`src/rtl/if_fetch_unit.sv`:
```
// -----------------------------------------------------------------------------
// if_fetch_unit
//   Instruction-fetch stage. Owns the PC, issues word fetches to instruction
//   memory over a req/ready handshake and hands instr/PC/valid to IF/ID.
//   Absorbs hazard-unit stalls and branch/jump redirects from ID.
//
// Ports
//   clk, rst        clock (posedge) and asynchronous active-low reset
//   stall           hazard-unit stall; IF neither advances nor delivers
//   br_taken/br_target, jump/jump_target
//                   ID-stage redirects (jump has priority)
//   imem_req/imem_addr   fetch request and its word address
//   imem_ready/imem_rdata  completion strobe and fetched word
//   if_instr/if_pc/if_valid  registered outputs to IF/ID
//   fetch_busy      request outstanding and not yet ready
// -----------------------------------------------------------------------------
module if_fetch_unit #(
  localparam int unsigned AW = 30,
  localparam int unsigned IW = 32,
  parameter logic [AW-1:0] RESET_PC  = 30'h0000_0C00,
  parameter logic [IW-1:0] NOP_INSTR = 32'h0000_0000
) (
  input  logic          clk,
  input  logic          rst,
  input  logic          stall,
  input  logic          br_taken,
  input  logic [AW-1:0] br_target,
  input  logic          jump,
  input  logic [AW-1:0] jump_target,
  output logic          imem_req,
  output logic [AW-1:0] imem_addr,
  input  logic          imem_ready,
  input  logic [IW-1:0] imem_rdata,
  output logic [IW-1:0] if_instr,
  output logic [AW-1:0] if_pc,
  output logic          if_valid,
  output logic          fetch_busy
);

  typedef enum logic [1:0] {
    S_FETCH = 2'd0,
    S_HOLD  = 2'd1,
    S_DROP  = 2'd2
  } state_e;

  state_e          state_q, state_d;
  logic [AW-1:0]   pc_q, pc_d;
  logic [AW-1:0]   req_addr_q, req_addr_d;
  logic [IW-1:0]   hold_instr_q, hold_instr_d;
  logic [AW-1:0]   hold_pc_q, hold_pc_d;
  logic [IW-1:0]   if_instr_q, if_instr_d;
  logic [AW-1:0]   if_pc_q, if_pc_d;
  logic            if_valid_q, if_valid_d;

  logic            redirect;
  logic [AW-1:0]   target;
  logic            deliver;
  logic [IW-1:0]   deliver_instr;
  logic [AW-1:0]   deliver_pc;

  assign redirect = jump | br_taken;
  assign target   = jump ? jump_target : br_target;

  // Request is gated by rst so an in-flight fetch is abandoned the instant reset asserts.
  assign imem_req   = rst & (state_q != S_HOLD);
  assign imem_addr  = req_addr_q;
  assign fetch_busy = imem_req & ~imem_ready;

  assign if_instr = if_instr_q;
  assign if_pc    = if_pc_q;
  assign if_valid = if_valid_q;

  // State and datapath registers
  always_ff @(posedge clk or negedge rst) begin
    if (!rst) begin
      state_q      <= S_FETCH;
      pc_q         <= RESET_PC;
      req_addr_q   <= RESET_PC;
      hold_instr_q <= NOP_INSTR;
      hold_pc_q    <= RESET_PC;
      if_instr_q   <= NOP_INSTR;
      if_pc_q      <= RESET_PC;
      if_valid_q   <= 1'b0;
    end else begin
      state_q      <= state_d;
      pc_q         <= pc_d;
      req_addr_q   <= req_addr_d;
      hold_instr_q <= hold_instr_d;
      hold_pc_q    <= hold_pc_d;
      if_instr_q   <= if_instr_d;
      if_pc_q      <= if_pc_d;
      if_valid_q   <= if_valid_d;
    end
  end

  // Next-state, fetch sequencing and output-register update
  always_comb begin
    state_d       = state_q;
    pc_d          = pc_q;
    req_addr_d    = req_addr_q;
    hold_instr_d  = hold_instr_q;
    hold_pc_d     = hold_pc_q;
    if_instr_d    = if_instr_q;
    if_pc_d       = if_pc_q;
    if_valid_d    = if_valid_q;
    deliver       = 1'b0;
    deliver_instr = NOP_INSTR;
    deliver_pc    = if_pc_q;

    unique case (state_q)
      S_FETCH: begin
        if (imem_ready) begin
          if (redirect) begin
            pc_d       = target;
            req_addr_d = target;
          end else if (!stall) begin
            deliver       = 1'b1;
            deliver_instr = imem_rdata;
            deliver_pc    = req_addr_q;
            pc_d          = AW'(req_addr_q + AW'(1));
            req_addr_d    = AW'(req_addr_q + AW'(1));
          end else begin
            // Word arrived while stalled: park it so it is not lost or refetched.
            hold_instr_d = imem_rdata;
            hold_pc_d    = req_addr_q;
            pc_d         = AW'(req_addr_q + AW'(1));
            state_d      = S_HOLD;
          end
        end else if (redirect) begin
          // The bus request cannot be withdrawn; remember the target and drain it.
          pc_d    = target;
          state_d = S_DROP;
        end
      end

      S_HOLD: begin
        if (redirect) begin
          pc_d       = target;
          req_addr_d = target;
          state_d    = S_FETCH;
        end else if (!stall) begin
          deliver       = 1'b1;
          deliver_instr = hold_instr_q;
          deliver_pc    = hold_pc_q;
          pc_d          = AW'(hold_pc_q + AW'(1));
          req_addr_d    = AW'(hold_pc_q + AW'(1));
          state_d       = S_FETCH;
        end
      end

      S_DROP: begin
        if (redirect) begin
          pc_d = target;
        end
        if (imem_ready) begin
          // A redirect landing with the final ready must still win.
          req_addr_d = redirect ? target : pc_q;
          state_d    = S_FETCH;
        end
      end

      default: begin
        state_d = S_FETCH;
      end
    endcase

    // Outputs freeze under stall; otherwise either a delivery or a bubble.
    if (!stall) begin
      if (deliver) begin
        if_instr_d = deliver_instr;
        if_pc_d    = deliver_pc;
        if_valid_d = 1'b1;
      end else begin
        if_instr_d = NOP_INSTR;
        if_valid_d = 1'b0;
      end
    end
  end

endmodule
```
`config.mk`:
```
export PLATFORM = sky130hd
export DESIGN_NAME = if_fetch_unit
export DESIGN_NICKNAME = d
export VERILOG_FILES = /design/src/rtl/if_fetch_unit.sv
export SDC_FILE = /design/constraint.sdc
export NUM_CORES = 1
export LEC_CHECK = 0
export BUFFER_PORTS_ARGS = -buffer_cell sky130_fd_sc_hd__buf_4
export CORE_ASPECT_RATIO = 0.6
export CORE_MARGIN = 5
export CORE_UTILIZATION = 30
export CTS_CLUSTER_SIZE = 20
export DETAILED_ROUTE_END_ITERATION = 7
export GPL_TIMING_DRIVEN = 0
export PLACE_DENSITY = 0.52
export SYNTH_ARGS = -nofsm -noshare
export SYNTH_HDL_FRONTEND = slang
export SYNTH_SLANG_ARGS = --single-unit
```
`constraint.sdc`:
```
create_clock -name clk -period 2.3 [get_ports clk]
set_input_delay 0.115 -clock clk [delete_from_list [all_inputs] [get_ports clk]]
set_output_delay 0.115 -clock clk [all_outputs]
set_load 0.03 [all_outputs]
```
Word level (Yosys, flattened, before mapping)
Index checks and enable logic that the tools add are counted.

storage, ports and cells
  input port bits = 98
  flip-flop bits (word level) = 187

cells by class
  reductions and logical operators = 8
  bitwise gates (word level) = 6
  $add $sub $neg = 2
  equality and inequality tests = 12
  multiplexer cells = 34

operators with widths
  kind                   count
  $mux 30                13
  $pmux 30 s3            2
  $mux 32                4
  $pmux 32 s2            1
  $add 30x1->30 const B  2
  $pmux 30 s2            1
  $ne 3x3->1 const B     5
  $mux 2                 7
  $reduce_and 5->1       2
  $ne 2x2->1 const B     4
  $pmux 2 s3             1
  $reduce_and 6->1       1
  $mux 1                 4
  $reduce_and 4->1       1
  $not 1->1              3
  $reduce_bool 3->1      1
  $and 1x1->1            2
  $eq 2x1->1 const B     1
  $eq 2x2->1 const B     1
  $logic_not 2->1        1
  $ne 2x1->1 const B     1
  $pmux 1 s2             1
  $reduce_and 2->1       1
  $reduce_bool 2->1      1
  $or 1x1->1             1

Longest topological paths before layout
  depth after elaboration = 5
  depth in mapped cells = 10
  gate-level depth less buffers = 8

Worst setup path after synthesis
Ideal clock, no wire load.

  kind = register to register
  start point = register req_addr_q[2] (netlist: imem_addr[2])
  end point = register req_addr_q[29] (netlist: imem_addr[29])
  setup time = 132 ps
  stages on the path, launching flop included = 9
  required time = 2168 ps
  path buffers = 2
  path slack = -204 ps
  data arrival time = 2372 ps
  cells stage by stage = dfrtp_1 -> buf_2 -> nand4_2 -> or4_4 -> buf_6 -> nor4_4 -> nor2_1 -> a2111oi_0 -> o31ai_1

on the way
  longest elaborated chain between the ends = 5

ends and longest elaborated chain
  what                      RTL line  source
  start: declaration        48        logic [AW-1:0] req_addr_q, req_addr_d;
  start signal: assignment  87        req_addr_q <= req_addr_d;
  $add 30x1->30             121       req_addr_d = AW'(req_addr_q + AW'(1));
  $mux 30                   116       end else if (!stall) begin
  $mux 30                   113       if (redirect) begin
  $mux 30                   112       if (imem_ready) begin
  $pmux 30 s3               110       unique case (state_q)

No other way between the ends. The select of a mux whose other input is x is not followed.
A chain may end at the register's enable or synchronous reset.

Worst setup path in the final report
  start point = register req_addr_q[1] (netlist: imem_addr[1])
  end point = register req_addr_q[19] (netlist: imem_addr[19])

Same word-level chain as after synthesis.

==> metrics.txt <==
# TYPE chip_impl_metric gauge
chip_impl_info{name="status",value="finished, violations left"} 1
chip_impl_info{name="failed_checks",value="negative hold slack, negative setup slack"} 1
chip_impl_metric{name="globalRoute.totalOverflow",unit=""} 0
chip_impl_metric{name="drt_iter0_drc",unit=""} 1296
chip_impl_metric{name="p_per_area",unit="mW/mm²"} 1340
chip_impl_metric{name="clock_insertion_delay_worst_skew",unit="ps"} 470
chip_impl_metric{name="post-dp-hpwl",unit="mm"} 39.0
chip_impl_metric{name="die-area",unit="mm²"} 0.0412
chip_impl_metric{name="initial_antenna_violation_count",unit=""} 3
chip_impl_metric{name="worst_slack",unit="ps"} -160
chip_impl_metric{name="vdd.ir_drop.worst",unit="mV"} 0.607
chip_impl_metric{name="layout.filler_cells",unit=""} 3598
chip_impl_metric{name="number_of_hold_slack_violations_in_the_final_timing_report",unit=""} 69
chip_impl_metric{name="cts_made_buffers",unit=""} 17
chip_impl_metric{name="grt_pass1_wl",unit="mm"} 77.0
chip_impl_info{name="synthFlopType",value="sky130_fd_sc_hd__dfrtp_1"} 1
chip_impl_metric{name="combinationalPowerShare",unit="%"} 54.2
chip_impl_info{name="setup_repair_after_global_routing_missed_its_margin",value="true"} 1
chip_impl_metric{name="synth.area.mux_share",unit="%"} 9.17
chip_impl_metric{name="final_area",unit="mm²"} 0.0155
chip_impl_metric{name="synthToLayoutAreaGrowth",unit="%"} 39.7
chip_impl_metric{name="cp_max_fo",unit=""} 5
chip_impl_metric{name="ioPinCount",unit=""} 193
chip_impl_info{name="critical_path.startpoint_type",value="flop"} 1
chip_impl_metric{name="port_buffers",unit=""} 192
chip_impl_metric{name="drv.max_cap_violation_count",unit=""} 0
chip_impl_metric{name="route.detailed.wl_per_inst",unit="µm"} 27.0
chip_impl_metric{name="grt_start_max_net_pins",unit=""} 72
chip_impl_metric{name="synth-adder-area-share",unit="%"} 0.675
chip_impl_metric{name="synth-compound-area-share",unit="%"} 23.1
chip_impl_metric{name="finClkSkew",unit="ps"} 18.6
chip_impl_info{name="crit_path_end_kind",value="flop"} 1
chip_impl_metric{name="post-route-period-util",unit="%"} 107
chip_impl_metric{name="postSynthRegisterBits",unit=""} 187
chip_impl_metric{name="layout.core_utilization",unit="%"} 42.6
chip_impl_metric{name="hold-worst-slack",unit="ps"} -207
chip_impl_metric{name="timing.slew.headroom",unit="%"} 31.3
chip_impl_metric{name="gp_routability_congestion",unit=""} 1.01
chip_impl_metric{name="p_sw_share",unit="%"} 47.9
chip_impl_metric{name="worst_ep_arrival_time",unit="ps"} 2810
chip_impl_metric{name="clk_pin_slew_worst_paths",unit="ps"} 80
chip_impl_metric{name="dpl_cell_area",unit="mm²"} 0.0133
chip_impl_metric{name="clock_sink_count",unit=""} 187
chip_impl_metric{name="cts-root-to-sink-buffers",unit=""} 2
chip_impl_metric{name="ys_types",unit=""} 77
chip_impl_metric{name="syn_nets",unit=""} 1334
chip_impl_metric{name="power_frac_seq",unit="%"} 29.9
chip_impl_metric{name="vias",unit=""} 11700
chip_impl_metric{name="post_synth_inst_count",unit=""} 1230
chip_impl_info{name="synth_top_family_by_area",value="compound AO/OA/AOI/OAI gates"} 1
chip_impl_metric{name="post_synth.cell_area_avg",unit="µm²"} 9.05
chip_impl_metric{name="max_slew.worst_pin.slew",unit="ps"} 1030
chip_impl_metric{name="dieHeight",unit="µm"} 159
chip_impl_metric{name="synthArstFlopShare",unit="%"} 100
chip_impl_metric{name="report.power.total",unit="W"} 0.0208
chip_impl_metric{name="detail_route.drc_violations",unit=""} 0
chip_impl_metric{name="htree_num_levels",unit=""} 4
chip_impl_metric{name="ctsHoldBuffers",unit=""} 37
chip_impl_metric{name="synth_enable_flop_cells",unit=""} 0
chip_impl_metric{name="drt_pass1_iterations",unit=""} 7
chip_impl_metric{name="synthSimpleGateAreaFrac",unit="%"} 16.8
chip_impl_metric{name="net-switching-power",unit="W"} 0.00996
chip_impl_metric{name="grt_use_total",unit="%"} 25.2
chip_impl_metric{name="final-setup-viol-count",unit=""} 14
chip_impl_info{name="cts.root.buffer_cell",value="sky130_fd_sc_hd__clkbuf_16"} 1
chip_impl_metric{name="synth_sequential_area_ratio",unit="%"} 42.1
chip_impl_metric{name="leakage",unit="nW"} 6.65
chip_impl_metric{name="instances_no_fill",unit=""} 2011
chip_impl_metric{name="setup-tns-final",unit="ps"} -863
chip_impl_metric{name="drt-total-wl",unit="mm"} 54.2
chip_impl_metric{name="first_global_vias",unit=""} 11400
chip_impl_info{name="worstSetupPathType",value="reg2reg"} 1
chip_impl_metric{name="starting_density_of_the_core",unit="%"} 30.5
chip_impl_metric{name="place_inst",unit=""} 1900
chip_impl_metric{name="synth_area",unit="mm²"} 0.0111
chip_impl_metric{name="max_freq",unit="MHz"} 406
chip_impl_metric{name="power.clock.fraction",unit="%"} 16.0
chip_impl_info{name="tritoncts",value="yes"} 1
chip_impl_metric{name="fp.coreArea",unit="mm²"} 0.0365
chip_impl_metric{name="post_synth_xor_area_fraction",unit="%"} 3.23
chip_impl_metric{name="warnings_synthesis",unit=""} 0
chip_impl_metric{name="cp_data_required_time",unit="ps"} 2650
chip_impl_metric{name="finalNetCount",unit=""} 1625
chip_impl_metric{name="viasPerCell",unit=""} 5.82
chip_impl_metric{name="floorplan.rows",unit=""} 54
chip_impl_metric{name="period_minus_slack",unit="ps"} 2460
chip_impl_info{name="min_path_type",value="in2async"} 1
chip_impl_metric{name="chipWidth",unit="µm"} 259
chip_impl_metric{name="postRouteAntennaNets",unit=""} 0
chip_impl_metric{name="final_layout_size_suffix_gt1_share",unit="%"} 34.7
chip_impl_metric{name="internal-power",unit="W"} 0.0108
chip_impl_metric{name="total_count_of_max_transition_violations_in_the_final_report",unit=""} 0
-- cells in the mapped netlist, types with 6 or more instances --
master	count	area, µm²
sky130_fd_sc_hd__nor2_1	100	375
sky130_fd_sc_hd__nand3_1	25	125
sky130_fd_sc_hd__o211ai_1	10	75.1
sky130_fd_sc_hd__o21a_1	6	45.0
sky130_fd_sc_hd__a21o_1	8	60.1
sky130_fd_sc_hd__a21oi_1	89	445
sky130_fd_sc_hd__a21boi_0	9	67.6
sky130_fd_sc_hd__ha_1	6	75.1
sky130_fd_sc_hd__dfstp_2	8	210
sky130_fd_sc_hd__a31oi_1	9	56.3
sky130_fd_sc_hd__nand4_1	21	131
sky130_fd_sc_hd__o21ai_0	98	490
sky130_fd_sc_hd__o221ai_1	8	70.1
sky130_fd_sc_hd__a22o_1	13	114
sky130_fd_sc_hd__or3_1	7	43.8
sky130_fd_sc_hd__buf_1	11	41.3
sky130_fd_sc_hd__a22oi_1	41	308
sky130_fd_sc_hd__and3_1	9	56.3
sky130_fd_sc_hd__clkbuf_1	80	300
sky130_fd_sc_hd__a221oi_1	7	61.3
sky130_fd_sc_hd__xnor2_1	20	175
sky130_fd_sc_hd__nor2b_1	12	75.1
sky130_fd_sc_hd__dfrtp_1	179	4480
sky130_fd_sc_hd__a211oi_1	15	113
sky130_fd_sc_hd__xor2_1	21	184
sky130_fd_sc_hd__a32o_1	8	80.1
sky130_fd_sc_hd__and4_1	8	70.1
sky130_fd_sc_hd__o31ai_1	27	203
sky130_fd_sc_hd__mux2i_1	39	390
sky130_fd_sc_hd__nor4_1	7	43.8
sky130_fd_sc_hd__and2_1	11	68.8
sky130_fd_sc_hd__nor3_1	29	145
sky130_fd_sc_hd__buf_2	7	35.0
sky130_fd_sc_hd__mux2_2	56	631
sky130_fd_sc_hd__nand2_1	129	484
sky130_fd_sc_hd__inv_1	14	52.6
-- area by class of cell --
class                      instances  area (µm²)  area share [%]
clock inverter                    15         223            1.43
tap                              476         596            3.83
timing repair buffer             289        2430            15.6
multi-input combinational        918        6480            41.7
antenna                            1        2.50          0.0161
inverter                          15        65.1           0.418
clock buffer                      17         425            2.74
sequential                       187        4710            30.3
buffer                            93         614            3.95
-- what timing repair did --
| action | CTS | global route |
|---|---|---|
| setup buffers | 34 | 23 |
| endpoints found under the hold margin | 129 | 69 |
| endpoints found under the setup margin | 189 | 158 |
| gates cloned | 0 | 1 |
| pin swaps | 23 | 29 |
| gates resized for setup | 145 | 94 |
-- layer usage --
| layer | wire (µm) | global-route usage [%] |
|---|---|---|
| met1 | 23700 | 35.5 |
| met2 | 22600 | 35.7 |
| met3 | 6500 | 9.78 |
| met4 | 1300 | 7.24 |
| met5 | 126 | 2.55 |
-- cell families (layout without fill, tap and decap cells) --
group,Yosys count,in the layout
AO/OA/AOI/OAI,391,391
XOR/XNOR,41,41
adder cells (fa/ha/maj),6,6
buffers and inverters,125,429
flip-flops,187,187
multiplexers,95,95
other,0,1
AND/OR/NAND/NOR,385,385
-- metrics by stage --
step	hold slack, ps	worst slack (ps)
2_1_floorplan	-181	-12.3
3_3_place_gp	360	-1230
3_5_place_dp	54.8	-1250
4_1_cts	-189	-172
5_1_grt	-174	-185
6_report	-207	-160
-- critical path, stage by stage (launching register included) --
cell	delay, ps
sky130_fd_sc_hd__dfrtp_2	430
sky130_fd_sc_hd__nand4_4	160
sky130_fd_sc_hd__or4_4	630
sky130_fd_sc_hd__or4_4	580
sky130_fd_sc_hd__a21oi_4	190
sky130_fd_sc_hd__nor3b_2	90
sky130_fd_sc_hd__o31ai_4	270
-- cells in the final DEF (no fill, tap or decap), drive strengths merged, types with 12 or more instances in the layout --
cell type	count
nand2	130
clkbuf	79
o31ai	27
nand3	26
nor2b	12
a22o	13
nor3	29
mux2	56
xor2	21
buf	286
mux2i	39
o21ai	100
nand4	22
nor2	100
xnor2	20
a211oi	15
a22oi	41
dfrtp	179
dlygate4sd3	33
inv	22
a21oi	89
-- power by group through the flow --
stage               logic (W)  clock network [W]  registers (W)
floorplan             0.00505                  0        0.00682
global placement      0.00966                  0        0.00604
detailed placement    0.00975                  0        0.00606
CTS                    0.0105            0.00338        0.00607
global route           0.0118            0.00353        0.00640
finish                 0.0113            0.00332        0.00622
-- state kept, by name (all words and copies together), names as in the netlist --
| signal | count |
|---|---|
| hold_instr_q | 32 |
| hold_pc_q | 30 |
| if_instr | 32 |
| if_pc | 30 |
| if_valid | 1 |
| imem_addr | 30 |
| pc_q | 30 |
| state_q | 2 |
-- path summary, 6_finish.rpt --
path                       slack, ps                      from  cells after the start                        end
setup / recovery                -160  imem_addr[1]$_DFFE_PN0P_                      6  imem_addr[19]$_DFFE_PN0P_
min in group clk                 120             br_target[28]                      4  imem_addr[28]$_DFFE_PN0P_
max in group asynchronous       1520                       rst                      6  hold_pc_q[27]$_DFFE_PN0P_
setup reg to reg                -160  imem_addr[1]$_DFFE_PN0P_                      6  imem_addr[19]$_DFFE_PN0P_
hold reg to reg                  480      pc_q[10]$_DFFE_PN1P_                      2       pc_q[10]$_DFFE_PN1P_
hold / removal                  -210                       rst                      4      if_pc[17]$_DFFE_PN0P_
(Power assumes the default switching activity.)
